### src/rtl/hsv_core_pkg.sv
// Shared types for the hsv_core flush path.
//   word_t        : 32-bit machine word (PCs, flush targets)
//   flush_state_t : flush coordinator phase
package hsv_core_pkg;

  typedef logic [31:0] word_t;

  typedef enum logic [1:0] {
    FLUSH_IDLE,
    FLUSH_RAISE,
    FLUSH_DRAIN
  } flush_state_t;

endpackage

### src/rtl/hsv_core_flush_coordinator_if.sv
// Flush handshake bundle between the control path, the coordinator and the pipeline units.
//   req_valid/req_target         : flush request from the control path
//   flush_req/flush_target       : broadcast to the units
//   flush_ack[NUM_UNITS]         : per-unit ack levels
//   flush_active/flush_done      : coordinator status
//   timeout/timeout_units        : watchdog status (zero when the watchdog is not built)
// master = coordinator side, slave = environment side.
interface hsv_core_flush_coordinator_if #(
  parameter int unsigned NUM_UNITS = 9
);
  import hsv_core_pkg::*;

  logic                 req_valid;
  word_t                req_target;
  logic                 flush_req;
  word_t                flush_target;
  logic [NUM_UNITS-1:0] flush_ack;
  logic                 flush_active;
  logic                 flush_done;
  logic                 timeout;
  logic [NUM_UNITS-1:0] timeout_units;

  modport master (
    input  req_valid, req_target, flush_ack,
    output flush_req, flush_target, flush_active, flush_done, timeout, timeout_units
  );

  modport slave (
    output req_valid, req_target, flush_ack,
    input  flush_req, flush_target, flush_active, flush_done, timeout, timeout_units
  );

endinterface

### src/rtl/hsv_core_flush_watchdog.sv
// Per-phase watchdog for the flush coordinator.
//   i_clk_core, i_rst_core_n : clock, synchronous active-low reset
//   i_in_raise, i_in_drain   : coordinator is in RAISE / DRAIN
//   i_phase_exit             : coordinator leaves its current phase on this edge
//   i_flush_ack              : raw per-unit ack levels
//   o_timeout                : sticky flag, set once a phase has lasted TIMEOUT_CYCLES cycles
//   o_timeout_units          : participating units whose ack was wrong when the flag was set
module hsv_core_flush_watchdog #(
  parameter int unsigned          NUM_UNITS      = 9,
  parameter logic [NUM_UNITS-1:0] ACK_MASK       = '1,
  parameter int unsigned          TIMEOUT_CYCLES = 1024
) (
  input  logic                 i_clk_core,
  input  logic                 i_rst_core_n,
  input  logic                 i_in_raise,
  input  logic                 i_in_drain,
  input  logic                 i_phase_exit,
  input  logic [NUM_UNITS-1:0] i_flush_ack,
  output logic                 o_timeout,
  output logic [NUM_UNITS-1:0] o_timeout_units
);

  localparam int unsigned CntW = $clog2(TIMEOUT_CYCLES + 1);

  logic [CntW-1:0]      r_cnt;
  logic                 r_timeout;
  logic [NUM_UNITS-1:0] r_units;
  logic                 w_busy;
  logic                 w_hit;

  assign w_busy = i_in_raise | i_in_drain;
  // r_cnt holds the number of completed cycles in this phase; the edge that completes
  // cycle TIMEOUT_CYCLES raises the flag.
  assign w_hit  = w_busy && !i_phase_exit && (r_cnt == CntW'(TIMEOUT_CYCLES - 1));

  always_ff @(posedge i_clk_core) begin
    if (!i_rst_core_n) begin
      r_cnt     <= '0;
      r_timeout <= 1'b0;
      r_units   <= '0;
    end else begin
      if (!w_busy || i_phase_exit) begin
        r_cnt <= '0;
      end else if (r_cnt != CntW'(TIMEOUT_CYCLES)) begin
        r_cnt <= r_cnt + 1'b1;
      end
      if (w_hit && !r_timeout) begin
        r_timeout <= 1'b1;
        r_units   <= ACK_MASK & (i_in_raise ? ~i_flush_ack : i_flush_ack);
      end
    end
  end

  assign o_timeout       = r_timeout;
  assign o_timeout_units = r_units;

endmodule

### src/rtl/hsv_core_flush_coordinator.sv
// Flush handshake coordinator for the hsv_core pipeline.
// Latches a flush request, broadcasts flush_req/flush_target to NUM_UNITS units, waits for
// every participating unit to raise its ack (RAISE), then for all acks to fall (DRAIN).
// Requests during RAISE retarget the current flush; requests during DRAIN queue one more flush.
//   i_clk_core, i_rst_core_n : clock, synchronous active-low reset
//   io_flush (master)        : request in, broadcast out, acks in, status out
// Optional watchdog built when HSV_FLUSH_TIMEOUT_EN is defined; otherwise timeout outputs are 0.
module hsv_core_flush_coordinator
  import hsv_core_pkg::*;
#(
  parameter int unsigned          NUM_UNITS      = 9,
  parameter logic [NUM_UNITS-1:0] ACK_MASK       = '1,
  parameter int unsigned          TIMEOUT_CYCLES = 1024
) (
  input  logic                          i_clk_core,
  input  logic                          i_rst_core_n,
  hsv_core_flush_coordinator_if.master  io_flush
);

  if (TIMEOUT_CYCLES < 1) begin : g_bad_timeout
    $error("TIMEOUT_CYCLES must be >= 1");
  end

  flush_state_t         r_state;
  word_t                r_target;
  word_t                r_pend_target;
  logic                 r_pending;
  logic                 r_flush_req;
  logic [NUM_UNITS-1:0] w_eff;
  logic                 w_all_hi;
  logic                 w_any_hi;
  logic                 w_leave;

  // Masked-out units count as always-high for the raise and always-low for the drain.
  assign w_eff    = io_flush.flush_ack & ACK_MASK;
  assign w_all_hi = &(w_eff | ~ACK_MASK);
  assign w_any_hi = |w_eff;

  always_comb begin
    w_leave = 1'b0;
    unique case (r_state)
      FLUSH_IDLE:  w_leave = io_flush.req_valid | r_pending;
      FLUSH_RAISE: w_leave = w_all_hi;
      FLUSH_DRAIN: w_leave = ~w_any_hi;
      default:     w_leave = 1'b0;
    endcase
  end

  always_ff @(posedge i_clk_core) begin
    if (!i_rst_core_n) begin
      r_state       <= FLUSH_IDLE;
      r_target      <= '0;
      r_pend_target <= '0;
      r_pending     <= 1'b0;
      r_flush_req   <= 1'b0;
    end else begin
      unique case (r_state)
        FLUSH_IDLE: begin
          if (w_leave) begin
            r_state     <= FLUSH_RAISE;
            r_flush_req <= 1'b1;
            r_pending   <= 1'b0;
            // A fresh request is newer than anything left pending.
            r_target    <= io_flush.req_valid ? io_flush.req_target : r_pend_target;
          end
        end
        FLUSH_RAISE: begin
          if (io_flush.req_valid) r_target <= io_flush.req_target;
          if (w_leave) begin
            r_state     <= FLUSH_DRAIN;
            r_flush_req <= 1'b0;
          end
        end
        FLUSH_DRAIN: begin
          if (io_flush.req_valid) begin
            r_pending     <= 1'b1;
            r_pend_target <= io_flush.req_target;
          end
          if (w_leave) begin
            if (r_pending) begin
              r_state     <= FLUSH_RAISE;
              r_flush_req <= 1'b1;
              r_target    <= r_pend_target;
              // The old pending entry is consumed; a request on this edge stays queued.
              r_pending   <= io_flush.req_valid;
            end else begin
              r_state <= FLUSH_IDLE;
            end
          end
        end
        default: begin
          r_state     <= FLUSH_IDLE;
          r_flush_req <= 1'b0;
        end
      endcase
    end
  end

  assign io_flush.flush_req    = r_flush_req;
  assign io_flush.flush_target = r_target;
  assign io_flush.flush_active = (r_state != FLUSH_IDLE);
  // Done marks the completing DRAIN cycle itself, so it is decoded from the live acks.
  assign io_flush.flush_done   = i_rst_core_n && (r_state == FLUSH_DRAIN) && !w_any_hi &&
                                 !r_pending;

`ifdef HSV_FLUSH_TIMEOUT_EN
  hsv_core_flush_watchdog #(
    .NUM_UNITS      (NUM_UNITS),
    .ACK_MASK       (ACK_MASK),
    .TIMEOUT_CYCLES (TIMEOUT_CYCLES)
  ) u_watchdog (
    .i_clk_core      (i_clk_core),
    .i_rst_core_n    (i_rst_core_n),
    .i_in_raise      (r_state == FLUSH_RAISE),
    .i_in_drain      (r_state == FLUSH_DRAIN),
    .i_phase_exit    (w_leave),
    .i_flush_ack     (io_flush.flush_ack),
    .o_timeout       (io_flush.timeout),
    .o_timeout_units (io_flush.timeout_units)
  );
`else
  assign io_flush.timeout       = 1'b0;
  assign io_flush.timeout_units = '0;
`endif

endmodule

### src/flat_wrapper.sv
// flat-port wrapper written by rule: the top's interface ports become plain ports
module hsv_core_flush_coordinator_flat import hsv_core_pkg::*;
#(
  parameter int unsigned          NUM_UNITS      = 9,
  parameter logic [NUM_UNITS-1:0] ACK_MASK       = '1,
  parameter int unsigned          TIMEOUT_CYCLES = 1024
)
  (i_clk_core, i_rst_core_n, io_flush_req_valid, io_flush_req_target, io_flush_flush_ack, io_flush_flush_req, io_flush_flush_target, io_flush_flush_active, io_flush_flush_done, io_flush_timeout, io_flush_timeout_units);
  hsv_core_flush_coordinator_if #(.NUM_UNITS(NUM_UNITS)) io_flush_i ();
  input  logic i_clk_core;
  input  logic i_rst_core_n;
  input wire logic [$bits(io_flush_i.req_valid)-1:0] io_flush_req_valid;
  input wire logic [$bits(io_flush_i.req_target)-1:0] io_flush_req_target;
  input wire logic [$bits(io_flush_i.flush_ack)-1:0] io_flush_flush_ack;
  output wire logic [$bits(io_flush_i.flush_req)-1:0] io_flush_flush_req;
  output wire logic [$bits(io_flush_i.flush_target)-1:0] io_flush_flush_target;
  output wire logic [$bits(io_flush_i.flush_active)-1:0] io_flush_flush_active;
  output wire logic [$bits(io_flush_i.flush_done)-1:0] io_flush_flush_done;
  output wire logic [$bits(io_flush_i.timeout)-1:0] io_flush_timeout;
  output wire logic [$bits(io_flush_i.timeout_units)-1:0] io_flush_timeout_units;
  assign io_flush_i.req_valid = io_flush_req_valid;
  assign io_flush_i.req_target = io_flush_req_target;
  assign io_flush_i.flush_ack = io_flush_flush_ack;
  assign io_flush_flush_req = io_flush_i.flush_req;
  assign io_flush_flush_target = io_flush_i.flush_target;
  assign io_flush_flush_active = io_flush_i.flush_active;
  assign io_flush_flush_done = io_flush_i.flush_done;
  assign io_flush_timeout = io_flush_i.timeout;
  assign io_flush_timeout_units = io_flush_i.timeout_units;
  hsv_core_flush_coordinator #(.NUM_UNITS(NUM_UNITS), .ACK_MASK(ACK_MASK), .TIMEOUT_CYCLES(TIMEOUT_CYCLES)) u_core (.i_clk_core(i_clk_core), .i_rst_core_n(i_rst_core_n), .io_flush(io_flush_i));
endmodule
### config.mk
export PLATFORM = sky130hd
export DESIGN_NAME = hsv_core_flush_coordinator_flat
export DESIGN_NICKNAME = d
export VERILOG_FILES = /design/src/rtl/hsv_core_pkg.sv /design/src/rtl/hsv_core_flush_coordinator_if.sv /design/src/rtl/hsv_core_flush_watchdog.sv /design/src/rtl/hsv_core_flush_coordinator.sv /design/src/flat_wrapper.sv
export SDC_FILE = /design/constraint.sdc
export NUM_CORES = 1
export LEC_CHECK = 0
export BUFFER_PORTS_ARGS = -buffer_cell sky130_fd_sc_hd__clkbuf_2
export CORE_MARGIN = 2
export CORE_UTILIZATION = 45
export CTS_CLUSTER_SIZE = 8
export DETAILED_ROUTE_END_ITERATION = 10
export PLACE_DENSITY = 0.7
export SETUP_SLACK_MARGIN = 0.4
export SYNTH_ARGS = -nofsm -noshare
export SYNTH_HDL_FRONTEND = slang
export SYNTH_SLANG_ARGS = --single-unit
### constraint.sdc
create_clock -name i_clk_core -period 4.8 [get_ports i_clk_core]
set_input_delay 1.2 -clock i_clk_core [delete_from_list [all_inputs] [get_ports i_clk_core]]
set_output_delay 1.2 -clock i_clk_core [all_outputs]
set_load 0.01 [all_outputs]
==> impl_results.md <==
- Via/cell ratio: approximately 5.3
- Post-CTS sizing: 0
- Gr usage total: 0.1959
- Top cells by area, synth: dfxtp_1 (43%), o211a_1 (10%), nand2_1 (8.3%)
- CP startpoint kind: primary input
- TritonCTS sink count: 68
- Drt pass-1 iters: 4
- CTS clk-pin slew, worst paths: roughly 70 ps
- Mapped Cells: around 350
- WP data required: 3600 ps
- Rel. slew slack: 0.2217
- Worst R2R Setup Slack: between 2000 and 2500 ps
- Post-DP HPWL: 4733 microns
- Area leader, netlist: dfxtp_1
- Largest net degree at the start of global routing: 72
- CP Capture Type: output port
- Psw: roughly 0.0010 W
- Drc violations: 0
- Most frequent cells in the layout: clkbuf_2 (78), nand2_1 (70), dfxtp_1 (68)
- Measured slew at the worst slew-check pin: roughly 1200 ps
- CP arrival: approximately 2300 ps
- Cell Area, Synth: 3166 sq um
- Post-Syn Area per Cell: around 9 sq um
- # nets final: around 460
- Antenna cells: 0
- H-tree Lvls: 3
- Clk_lat worst skew: about 340 ps
- Pwr/cell area: about 670 nW/um^2
- Max Fanout on Critical Path: 3
- Top cell type's share of synthesized area: 0.4300
- Vias: between 2000 and 3000
- Critical path cell sequence: clkbuf_2 > nor4b_1 > nand3_1 > nor3b_1 > clkbuf_2
- Dpl cells: between 400 and 500
- Reg2reg path depth: 7
- Outcome: complete, no violations
- Die area: about 7700 sq um
- Sw frac: 0.4086
- Clock buffer depth: 2
- Number of max-cap violations: 0
- Sequential area share after synthesis: 0.4300
- Hold Path Depth: 2
- Share of cells above drive strength 1: 0.2567
- Async SR Flop Fraction: 0
- TritonCTS Buffers: 9
- FMAX: between 200 and 300 MHz
- Final Hold Fails: 0
- WS Path Type: primary input to output port
- Leak: between 1.5 and 2 nW
- Hold_buf cts: 0
- Synth cell types: 38
- Number of global-route vias before repair: roughly 2500
- Comb pwr share: 0.486
- WHS Endpoint: u_core.r_pend_target[11]
- Filler cell count: approximately 650
- Post-Layout Cell Count: about 500
- Global placement routability congestion: about 0.73
- Multi-input gate area: 1574 sq um
- Wirelength per Cell: around 15 microns
- Ys Warns: 0
- Commonest non-fill, non-tap cell in the layout: clkbuf_2
- Antenna Violating Nets Remaining: 0
- FP Rows: 30
- EDFF count, synth: 0
- Min-Delay Startpoint: u_core.r_pend_target[11]
- Peak supply drop: roughly 0.00036 V
- Crit-path most repeated cell: clkbuf_2
- Reg area: approximately 1400 sq um
- Int Power: ~0.0015 W
- Die X: just under 90 microns
- Seq cells post-synth: 68
- Setup violations, final: 0
- Worst Path Buf+Inv: 2
- Initial antenna violation count: 0
- Postcts setup bufs: 0
- Tcrit/Tclk final: 0.7231
- Total gr overflow: 0
- First-pass GRT wire length: between 10000 and 15000 microns
- Reg2Reg Capture Point: u_core.io_flush.flush_target[9]
- Count of buffers from port buffering: between 70 and 80
- Final Max Tran Viols: 0
- Final Routed Wirelength: 7474 microns
- Clk network pwr share: 0.206
- CTS tree: yes
- Area Overhead vs Synth: 17.23%
- Die Span Y: between 80 and 90 microns
- Hold crit path type: flip-flop to flip-flop
- Seq pwr share: 0.308
- Starting density of the core: 0.4659
- CP delay by family, top: simple AND/OR/NAND/NOR gates
- Reg2reg start: u_core.r_state[0]
- Main synth FF type: dfxtp_1
- RSZ-0062 raised after global routing: false
- Minimum clock period: ~3500 ps
- Setup TNS: 0 ps
- Clk_skew: roughly 5.4 ps
- Worst path max stage delay: 290 ps
- Core ar.: about 6800 sq um
- Initial detailed-routing violation count: 150
- CP max stage cell: nor4b_1
- I/O pin count: 89
- Root Driver: clkbuf_8
==> cell families after synthesis <==
family	count (synthesis)	share of synthesized area
flip-flops	68	0.4300
buffers and inverters	47	0.08814
AO/OA/AOI/OAI	108	0.2929
AND/OR/NAND/NOR	118	0.1652
other	1	0.001185
adder cells (fa/ha/maj)	4	0.01581
multiplexers	2	0.006719
==> how the worst max path moves through the flow <==
stage / cells after the start / slack (ps) / end / startpoint
detailed placement: 5 / 1320 / io_flush_flush_done / io_flush_flush_ack[1]
finish: 5 / 1330 / io_flush_flush_done / io_flush_flush_ack[1]
floorplan: 3 / 1520 / io_flush_flush_done / io_flush_flush_ack[1]
global route: 6 / 1130 / io_flush_flush_done / u_core.r_state[0]
CTS: 5 / 1320 / io_flush_flush_done / io_flush_flush_ack[1]
global placement: 5 / 1370 / io_flush_flush_done / io_flush_flush_ack[2]
==> power groups by stage <==
stage | registers, W | clock network, W | logic, W
3_3_place_gp | 0.000778 | 0 | 0.00120
6_report | 0.000771 | 0.000516 | 0.00121
4_1_cts | 0.000771 | 0.000524 | 0.00123
3_5_place_dp | 0.000783 | 0 | 0.00122
2_1_floorplan | 0.000814 | 0 | 0.00101
5_1_grt | 0.000786 | 0.000551 | 0.00134
==> layout make-up <==
class | count | share of cell area
multi-input cells | 242 | 0.4241
flip-flops and latches | 68 | 0.3668
repair buffers | 82 | 0.1133
clock buffers | 11 | 0.03810
well taps | 96 | 0.03237
clock inverters | 5 | 0.02023
inverters | 5 | 0.005057
==> stage by stage <==
step / area [sq um] / setup WS (ps) / utilization / total power [W] / hold slack, ps
finish: 3711 / 1329 / 0.5462 / 0.002501 / 453.1
global route: 3711 / 1125 / 0.5462 / 0.002682 / 475.2
CTS: 3711 / 1315 / 0.5462 / 0.002521 / 454.6
detailed placement: 3495 / 1324 / 0.5144 / 0.002006 / 445.3
global placement: 3495 / 1365 / 0.5144 / 0.001981 / 439.6
floorplan: 3199 / 1518 / - / 0.001822 / 434.7
==> state kept, by name, summed over array words and instances, names as in the netlist <==
name / flops
u_core.io_flush.flush_target: 32
u_core.r_state: 2
u_core.io_flush.flush_req: 1
u_core.r_pend_target: 32
u_core.r_pending: 1
==> cells in the mapped netlist, types with 3 or more instances <==
cell type and instances:
a22oi_1 32, buf_12 3, nand2_1 70, buf_2 4, ha_1 4, o211a_1 32, clkbuf_1 23, inv_1 4
nor2_1 3, dfxtp_1 68, buf_4 10, nand3_1 35, a21boi_1 32
==> tightest hold or removal path: cells and delay by family (launching register included) <==
family	cells	cell delay, ps
AND/OR/NAND/NOR	1	50
flip-flops	1	310
AO/OA/AOI/OAI	1	50
==> metal layers <==
layer  track usage  wire, microns  vias up  part of all wire
li1              -              -     1349                 -
met1        0.2510           3320     1265              0.44
met2        0.3168           3632       95              0.49
met3       0.06315            509        4             0.068
met4       0.05734             11        0            0.0015
met5             0              0        -                 0
No activity file was read; power rests on OpenSTA's default activity.
